File: config.mk
export PLATFORM = sky130hd
export DESIGN_NAME = divi_seq_flat
export DESIGN_NICKNAME = d
export VERILOG_FILES = /design/src/rtl/divi_seq_pkg.sv /design/src/rtl/divi_seq_if.sv /design/src/rtl/divi_seq_step.sv /design/src/rtl/divi_seq.sv /design/src/flat_wrapper.sv
export SDC_FILE = /design/constraint.sdc
export NUM_CORES = 1
export LEC_CHECK = 0
export CAP_MARGIN = 20
export CORE_MARGIN = 2
export CORE_UTILIZATION = 47
export DETAILED_ROUTE_END_ITERATION = 8
export GPL_TIMING_DRIVEN = 0
export PLACE_DENSITY = 0.8
export SETUP_SLACK_MARGIN = 0.02
export SKIP_CTS_REPAIR_TIMING = 1
export SYNTH_ARGS = -nofsm -noshare
export SYNTH_HDL_FRONTEND = slang
export SYNTH_HIERARCHICAL = 1
export SYNTH_SLANG_ARGS = --single-unit
export TNS_END_PERCENT = 10
File: constraint.sdc
create_clock -name clk -period 1.97 [get_ports clk]
set_input_delay 0.591 -clock clk [delete_from_list [all_inputs] [get_ports clk]]
set_output_delay 0.591 -clock clk [all_outputs]
set_load 0.02 [all_outputs]
File: src/rtl/divi_seq_pkg.sv
// -----------------------------------------------------------------------------
// divi_seq_pkg
// Shared types and helpers for the iterative restoring divider.
//   div_state_t : controller FSM states (IDLE, RUN, DONE)
//   cnt_width() : width of the iteration counter for a given operand width
// -----------------------------------------------------------------------------
package divi_seq_pkg;

  typedef enum logic [1:0] {
    IDLE = 2'd0,
    RUN  = 2'd1,
    DONE = 2'd2
  } div_state_t;

  // The counter runs WIDTH-1 down to 0, so $clog2(WIDTH) bits are enough.
  // The guard keeps the width legal for degenerate parameter values.
  function automatic int cnt_width(input int width);
    return (width < 2) ? 1 : $clog2(width);
  endfunction

endpackage

File: src/rtl/divi_seq_if.sv
// -----------------------------------------------------------------------------
// divi_seq_if
// Handshake and data bundle between the controller and the divider.
//   start    : request (controller -> divider)
//   a, b     : dividend / divisor (controller -> divider)
//   busy     : divider not idle
//   done     : one-cycle pulse, results valid from this cycle on
//   q, r     : quotient / remainder
//   div_zero : current result came from a zero divisor
// Modports: master = controller side, slave = divider side.
// -----------------------------------------------------------------------------
interface divi_seq_if #(
  parameter int WIDTH = 4
);

  logic             start;
  logic [WIDTH-1:0] a;
  logic [WIDTH-1:0] b;
  logic             busy;
  logic             done;
  logic [WIDTH-1:0] q;
  logic [WIDTH-1:0] r;
  logic             div_zero;

  modport master (
    output start, a, b,
    input  busy, done, q, r, div_zero
  );

  modport slave (
    input  start, a, b,
    output busy, done, q, r, div_zero
  );

endinterface

File: src/rtl/divi_seq_step.sv
// -----------------------------------------------------------------------------
// divi_seq_step
// One combinational restoring-division iteration.
//   rem_i      : partial remainder before the step
//   msb_i      : next dividend bit shifted into the remainder
//   b_i        : divisor
//   rem_next_o : partial remainder after the step
//   qbit_o     : quotient bit produced by this step
// -----------------------------------------------------------------------------
module divi_seq_step #(
  parameter int WIDTH = 4
) (
  input  logic [WIDTH-1:0] rem_i,
  input  logic             msb_i,
  input  logic [WIDTH-1:0] b_i,
  output logic [WIDTH-1:0] rem_next_o,
  output logic             qbit_o
);

  logic [WIDTH:0] trial;

  assign trial = {rem_i, msb_i};

  always_comb begin
    qbit_o     = 1'b0;
    rem_next_o = trial[WIDTH-1:0];
    if (trial >= {1'b0, b_i}) begin
      qbit_o = 1'b1;
      // trial - b < b, so the difference always fits in WIDTH bits and the
      // subtraction can be done modulo 2**WIDTH on the low bits alone.
      rem_next_o = trial[WIDTH-1:0] - b_i;
    end
  end

endmodule

File: src/rtl/divi_seq.sv
// -----------------------------------------------------------------------------
// divi_seq
// Iterative unsigned restoring divider, one quotient bit per clock.
//   clk : system clock, rising edge
//   rst : asynchronous active-high reset
//   bus : divi_seq_if slave modport (start/a/b in, busy/done/q/r/div_zero out)
// A zero divisor completes in one edge with q = all ones, r = a, div_zero = 1.
// Otherwise WIDTH iterations follow the accepting edge, then one DONE cycle.
// Results live in dedicated registers and only change on entry to DONE.
// -----------------------------------------------------------------------------
module divi_seq
  import divi_seq_pkg::*;
#(
  parameter int WIDTH = 4
) (
  input  logic       clk,
  input  logic       rst,
  divi_seq_if.slave  bus
);

  localparam int CNT_W = cnt_width(WIDTH);

  div_state_t       state_q;
  logic             busy_q;
  logic             done_q;
  logic [WIDTH-1:0] q_q;
  logic [WIDTH-1:0] r_q;
  logic             div_zero_q;

  // Working registers: dvd_q shifts the dividend out at the top while the
  // quotient bits shift in at the bottom.
  logic [WIDTH-1:0] rem_q;
  logic [WIDTH-1:0] dvd_q;
  logic [WIDTH-1:0] b_q;
  logic [CNT_W-1:0] cnt_q;

  logic [WIDTH-1:0] rem_d;
  logic             qbit_d;
  logic [WIDTH-1:0] dvd_d;

  divi_seq_step #(
    .WIDTH (WIDTH)
  ) u_step (
    .rem_i      (rem_q),
    .msb_i      (dvd_q[WIDTH-1]),
    .b_i        (b_q),
    .rem_next_o (rem_d),
    .qbit_o     (qbit_d)
  );

  assign dvd_d = {dvd_q[WIDTH-2:0], qbit_d};

  always_ff @(posedge clk or posedge rst) begin
    if (rst) begin
      state_q    <= IDLE;
      busy_q     <= 1'b0;
      done_q     <= 1'b0;
      q_q        <= '0;
      r_q        <= '0;
      div_zero_q <= 1'b0;
      rem_q      <= '0;
      dvd_q      <= '0;
      b_q        <= '0;
      cnt_q      <= '0;
    end else begin
      done_q <= 1'b0;
      case (state_q)
        IDLE: begin
          if (bus.start) begin
            b_q    <= bus.b;
            busy_q <= 1'b1;
            if (bus.b == '0) begin
              q_q        <= '1;
              r_q        <= bus.a;
              div_zero_q <= 1'b1;
              done_q     <= 1'b1;
              state_q    <= DONE;
            end else begin
              rem_q   <= '0;
              dvd_q   <= bus.a;
              cnt_q   <= CNT_W'(WIDTH - 1);
              state_q <= RUN;
            end
          end
        end
        RUN: begin
          rem_q <= rem_d;
          dvd_q <= dvd_d;
          if (cnt_q == '0) begin
            q_q        <= dvd_d;
            r_q        <= rem_d;
            div_zero_q <= 1'b0;
            done_q     <= 1'b1;
            state_q    <= DONE;
          end else begin
            cnt_q <= cnt_q - 1'b1;
          end
        end
        DONE: begin
          busy_q  <= 1'b0;
          state_q <= IDLE;
        end
        default: begin
          busy_q  <= 1'b0;
          state_q <= IDLE;
        end
      endcase
    end
  end

  assign bus.busy     = busy_q;
  assign bus.done     = done_q;
  assign bus.q        = q_q;
  assign bus.r        = r_q;
  assign bus.div_zero = div_zero_q;

endmodule

File: src/flat_wrapper.sv
// flat-port wrapper written by rule: the top's interface ports become plain ports
module divi_seq_flat import divi_seq_pkg::*;
#(
  parameter int WIDTH = 4
)
  (clk, rst, bus_start, bus_a, bus_b, bus_busy, bus_done, bus_q, bus_r, bus_div_zero);
  divi_seq_if #(.WIDTH(WIDTH)) bus_i ();
  input  logic clk;
  input  logic rst;
  input wire logic [$bits(bus_i.start)-1:0] bus_start;
  input wire logic [$bits(bus_i.a)-1:0] bus_a;
  input wire logic [$bits(bus_i.b)-1:0] bus_b;
  output wire logic [$bits(bus_i.busy)-1:0] bus_busy;
  output wire logic [$bits(bus_i.done)-1:0] bus_done;
  output wire logic [$bits(bus_i.q)-1:0] bus_q;
  output wire logic [$bits(bus_i.r)-1:0] bus_r;
  output wire logic [$bits(bus_i.div_zero)-1:0] bus_div_zero;
  assign bus_i.start = bus_start;
  assign bus_i.a = bus_a;
  assign bus_i.b = bus_b;
  assign bus_busy = bus_i.busy;
  assign bus_done = bus_i.done;
  assign bus_q = bus_i.q;
  assign bus_r = bus_i.r;
  assign bus_div_zero = bus_i.div_zero;
  divi_seq #(.WIDTH(WIDTH)) u_core (.clk(clk), .rst(rst), .bus(bus_i));
endmodule
-- Word level (Yosys, flattened, before mapping)
Index checks and enable logic that the tools add are counted.
- register bits: 27
- latch bits: 0
- memory bits (writable): 0
- memory bits (read-only): 0
- logic and storage cells: 64
- memories: 0
- $add $sub $neg: 2
- $mul: 0
- divide/modulo/power cells: 0
- order comparisons: 1
- eq/ne operators: 6
- shift operators: 0
- mux-type cells: 34
- bitwise logic cells: 1
- reduce and logical (&&, ||, !) cells: 10
- operators by type and width (operator ; number):
    4-bit 2-to-1 mux ; 11
    4-bit case mux with 2 select lines ; 4
    2-bit 2-to-1 mux ; 6
    1-bit 2-to-1 mux ; 8
    2-bit case mux with 2 select lines ; 2
    4-bit AND reduction ; 2
    2-bit inequality test, second input constant ; 3
    1-bit case mux with 2 select lines ; 3
    2-bit AND reduction ; 3
    5-bit by 4-bit >= comparator with 1-bit output ; 1
    2-bit logical NOT ; 2
    4-bit logical NOT ; 1
    2-bit by 1-bit inequality test with 1-bit output, second input constant ; 2
    4-bit subtractor ; 1
    3-bit AND reduction ; 1
    2-bit by 1-bit equality test with 1-bit output, second input constant ; 1
    2-bit nonzero test ; 1
    2-bit by 1-bit subtractor with 2-bit output, second input constant ; 1
    1-bit inverter ; 1

-- Logic depth before layout (Yosys ltp)
- depth in word-level cells: 4
- depth in mapped cells: 8
- mapped depth without buffers: 8

-- Modules after synthesis
Netlist, hierarchy kept.
- by module, submodules not included (module ; instances ; cells each ; area an instance (sq um) ; seq. area each (sq um)):
    divi_seq ; 1 ; 94 ; 1178.6 ; 675.6
    divi_seq_step ; 1 ; 28 ; 224.0 ; 0.0

-- Least setup slack after synthesis
Ideal clock, no wire load.
- path kind: input-to-reg
- from: in bus_b[3]
- to: reg u_core.r_q[0], in the netlist u_core/bus.r[0]
- library setup time: 0.125 ns
- arrival time: 1.965 ns
- data required time: 1.845 ns
- slack: -0.120 ns
- stages: 4
- cell sequence: or4_4 > buf_6 > a211oi_4 > mux2_2
- cells in the longest elaborated chain, start to end: 3
- RTL lines (item ; RTL line ; source):
    start, declared ; flat_wrapper.sv:12 ; input wire logic [$bits(bus_i.b)-1:0] bus_b;
    4-bit logical NOT ; divi_seq.sv:72 ; if (bus.b == '0) begin
    2-bit by 1-bit inequality test with 1-bit output (no line) ; -- ;
    4-bit AND reduction (no line) ; -- ;
    end signal, assigned ; divi_seq.sv:74 ; r_q <= bus.a;
    end signal, assigned ; divi_seq.sv:91 ; r_q <= rem_d;
    end, declared ; divi_seq.sv:27 ; logic [WIDTH-1:0] r_q;
Every way passes these cells.
A chain may end at the register's enable or synchronous reset.

-- Worst setup path after layout
- from: reg u_core.rem_q[0]
- to: reg u_core.r_q[2], in the netlist u_core/bus.r[2]
- cells in the longest elaborated chain, start to end: 4
- elaborated cells on any way between the ends: 5
- those cells by class: add/sub (1); order compare (1); mux (3)
- RTL lines (item ; RTL line ; source):
    start, declared ; divi_seq.sv:32 ; logic [WIDTH-1:0] rem_q;
    start signal, assigned ; divi_seq.sv:87 ; rem_q <= rem_d;
    4-bit subtractor / 5-bit by 4-bit >= comparator with 1-bit output (equally long branches) ; divi_seq_step.sv:31, divi_seq_step.sv:27 ;
    4-bit 2-to-1 mux * ; divi_seq_step.sv:27 ; if (trial >= {1'b0, b_i}) begin
    via u_core.rem_d[2] ; divi_seq.sv:37 ; logic [WIDTH-1:0] rem_d;
    4-bit 2-to-1 mux * ; divi_seq.sv:89 ; if (cnt_q == '0) begin
    4-bit case mux with 2 select lines * ; divi_seq.sv:67 ; case (state_q)
Mark *: on every way through the listed nets, which the timed path passes. The rest lies on a longest branch. The select of a mux whose other input is x is not followed.

==> run summary <==
drt first pass iters = 4
Clk pin slew, worst setup/hold paths = 140 ps
CP bufs+invs = 0
top cell type's share of synthesized area = 0.4817
register area share after synthesis = 0.4817
NumNets Final = 176
failing checks = setup timing
total CTS buffers = 3
Max IR drop VDD = 0.001066 V
CP Cell Sequence = ha_4 -> nand2b_4 -> a21oi_4 -> nor2_4 -> mux2_4 -> mux2_2 -> mux2_2
status = complete, but fails checks
Setup crit end kind = flop
first-pass GRT wire length = 4.657 mm
Synthesis Warnings = 6
R2R Path Start = u_core/rem_q[0]$_DFFE_PP0P_
GRT Overall Usage = 0.1805
dpl cell area = 1652 µm²
post-synthesis average cell area = 11.50 µm²
RR Endpoint = u_core/bus.r[2]$_DFFE_PP0P_
CP Launch Type = flop
Synth area leader = dfrtp_1
Critical Path Slowest Stage Cell = dfrtp_1
# DRC = 0
worst hold slack = 451.9 ps
crit share post-route = 1.029
GR peak layer = met2
final critical-path setup slack = -57.44 ps
Area contributors post-synth = dfrtp_1, mux2_2, ha_1
Slew HR = 0.4423
area delta synth->final = 33.99%
Multi-input gate area = 737.0 µm²
Setup violations, final = 2
delay of the slowest critical-path stage = 470 ps
antenna violations before repair = 0
Die Height = 58.63 µm
Pwr Density = 1977 nW/µm²
P_leak = 0.8454 nW
Vias per Instance = 5.778
max-slew violations = 0
gr ovfl total = 0
Avg WL per Cell = 16.91 µm
synth unique cells = 35
final wirelength = 3.196 mm
port buffer count = 21
delay-heaviest family, CP = multiplexers
total die area = 3437 µm²
R2R depth = 7
# Max-Cap Violations = 0
filler cell count = 224
worst slew pin tran = 829.0 ps
Syn Inst Count = 122
vias in the first global route = 1059
Initial Util = 0.5000
critical path class = reg2reg
CTS Root Cell = clkbuf_4
met1 GRT Util = 0.2275
Seq. cell area = 675.6 µm²
Ant. Diodes = 0
Finished Cell Area = 1879 µm²
CP max FO = 3
via count = 1092
syn nets = 139
Final Wtd Congestion = 0.8357
pin count of the biggest net entering global routing = 28
TNS Setup = -87.76 ps
Worst EP arrival = 2250 ps
Fmax = 0.4932 GHz
r2r setup slk = -60 ps
Worst-Skew Late Latency = 320 ps
CTS tree = yes
critical path's most frequent cell = mux2_2
Rows = 19
RSZ-0062 raised after global routing = yes
met2 usage = 0.3018
Post-DP HPWL = 2.052 mm
H-tree depth = 1
Hold Crit Class = in2async
Hold Vio Cnt, Final = 0
post-synthesis cell area = 1403 µm²
initial detailed-routing violation count = 26
skew final = 5.289 ps
I/O pin cnt = 22
layout cells sized above 1 = 0.3165
Floorplan Core Area = 2805 µm²
pre-CTS setup slack = -718.4 ps
CTS sink count = 27
total power = 0.003714 W
Antenna Nets Post-Route = 0
met3 Usage GRT = 0.03297
fin crit period = 2027 ps
DIE WIDTH = 58.63 µm
CTS max path bufs = 2
required time of the critical path = 2200 ps
number of synthesized register bits = 27
-- registers in the layout (all words and copies together) (netlist names) --
signal	count
u_core/bus.div_zero	1
u_core/dvd_q	4
u_core/bus.q	4
u_core/b_q	4
u_core/cnt_q	2
u_core/rem_q	4
u_core/bus.done	1
u_core/bus.busy	1
u_core/bus.r	4
u_core/state_q	2
-- cell usage after synthesis, drive strengths merged --
master,number
clkbuf,3
or4,1
nand4,1
mux2,13
nor4,1
a22o,4
nor2,10
fa,1
nand3,4
nor3,2
a21o,2
buf,1
nand2b,3
nor3b,2
mux2i,3
inv,10
o22a,4
dfrtp,27
o21ai,5
a21oi,5
nor2b,2
o21a,1
nand2,3
ha,5
xnor2,1
a31oi,5
a211oi,3
-- metal layers --
layer	vias to the layer above	part of all wire	routed length [µm]
met2	28	0.53	1694
met5	-	0	0
li1	510	-	-
met1	546	0.41	1296
met4	0	0.020	64
met3	8	0.044	141
-- logic make-up after synthesis --
kind of cell	share of synthesized area
DFF	0.4817
muxes	0.1285
xor gates and xnor gates	0.006246
AOI/OAI and AO/OA	0.1632
buffers and inverters	0.04282
adders and majority gates	0.05888
and+or+nand+nor	0.1187
-- worst reg2reg max path: cells and delay by family, from the launching register on --
kind / cells / cell delay [ps]
mux: 3 / 850
flops: 1 / 470
fa+ha+maj: 1 / 310
compound gates: 1 / 190
simple gates: 2 / 130
-- per-stage QoR --
stage / utilization / cells
after detailed placement: 0.5888 / 174
after global placement: 0.5888 / 174
after global routing: 0.6699 / 189
after CTS: 0.5986 / 178
after floorplan: - / 122
final: 0.6699 / 189
-- layout make-up --
class,instances,share of cell area
Sequential cell,27,0.3595
Multi-Input combinational cell,81,0.3921
Clock buffer,3,0.01198
Timing Repair Buffer,33,0.1811
Buffer,3,0.01198
Clock inverter,1,0.002663
Tap cell,31,0.02064
Inverter,10,0.01997
-- worst max-delay path by stage --
stage                                start                          end  slack [ps]  cells after the start
2_1_floorplan                     bus_b[3]  u_core/bus.r[0]$_DFFE_PP0P_        -120                      4
3_3_place_gp                      bus_b[3]  u_core/bus.r[2]$_DFFE_PP0P_        -710                      5
3_5_place_dp                      bus_b[3]  u_core/bus.r[3]$_DFFE_PP0P_        -720                      5
4_1_cts                           bus_b[3]  u_core/bus.r[0]$_DFFE_PP0P_        -360                      5
5_1_grt        u_core/rem_q[0]$_DFFE_PP0P_  u_core/bus.r[2]$_DFFE_PP0P_        -120                      6
6_report       u_core/rem_q[0]$_DFFE_PP0P_  u_core/bus.r[2]$_DFFE_PP0P_         -60                      7
-- report_power, final --
group / switching [W] / total, W / internal (W) / leakage (nW)
clock: 0.000158 / 0.000234 / 0.0000761 / 0.0177
combinational: 0.00113 / 0.00244 / 0.00131 / 0.514
sequential: 0.000215 / 0.00104 / 0.000824 / 0.314
total: 0.00151 / 0.00371 / 0.00221 / 0.845
-- cells in the final DEF, fill, tap and decap left out, types with 2 or more instances in the layout --
cell type        instances
dfrtp_1                 27
clkdlybuf4s50_1         16
mux2_2                  10
inv_1                    9
buf_4                    9
nor2_1                   8
dlymetal6s2s_1           5
a31oi_1                  5
o21ai_0                  4
nand3_1                  4
a21oi_1                  4
a22o_1                   4
o22a_2                   4
clkbuf_4                 3
mux2_4                   3
ha_4                     3
nand2b_1                 2
clkbuf_1                 2
nor2b_1                  2
mux2i_1                  2
nand2_1                  2
a21o_1                   2
a211oi_1                 2
buf_6                    2
nor3_1                   2
Power figures use the tool's default switching activity.
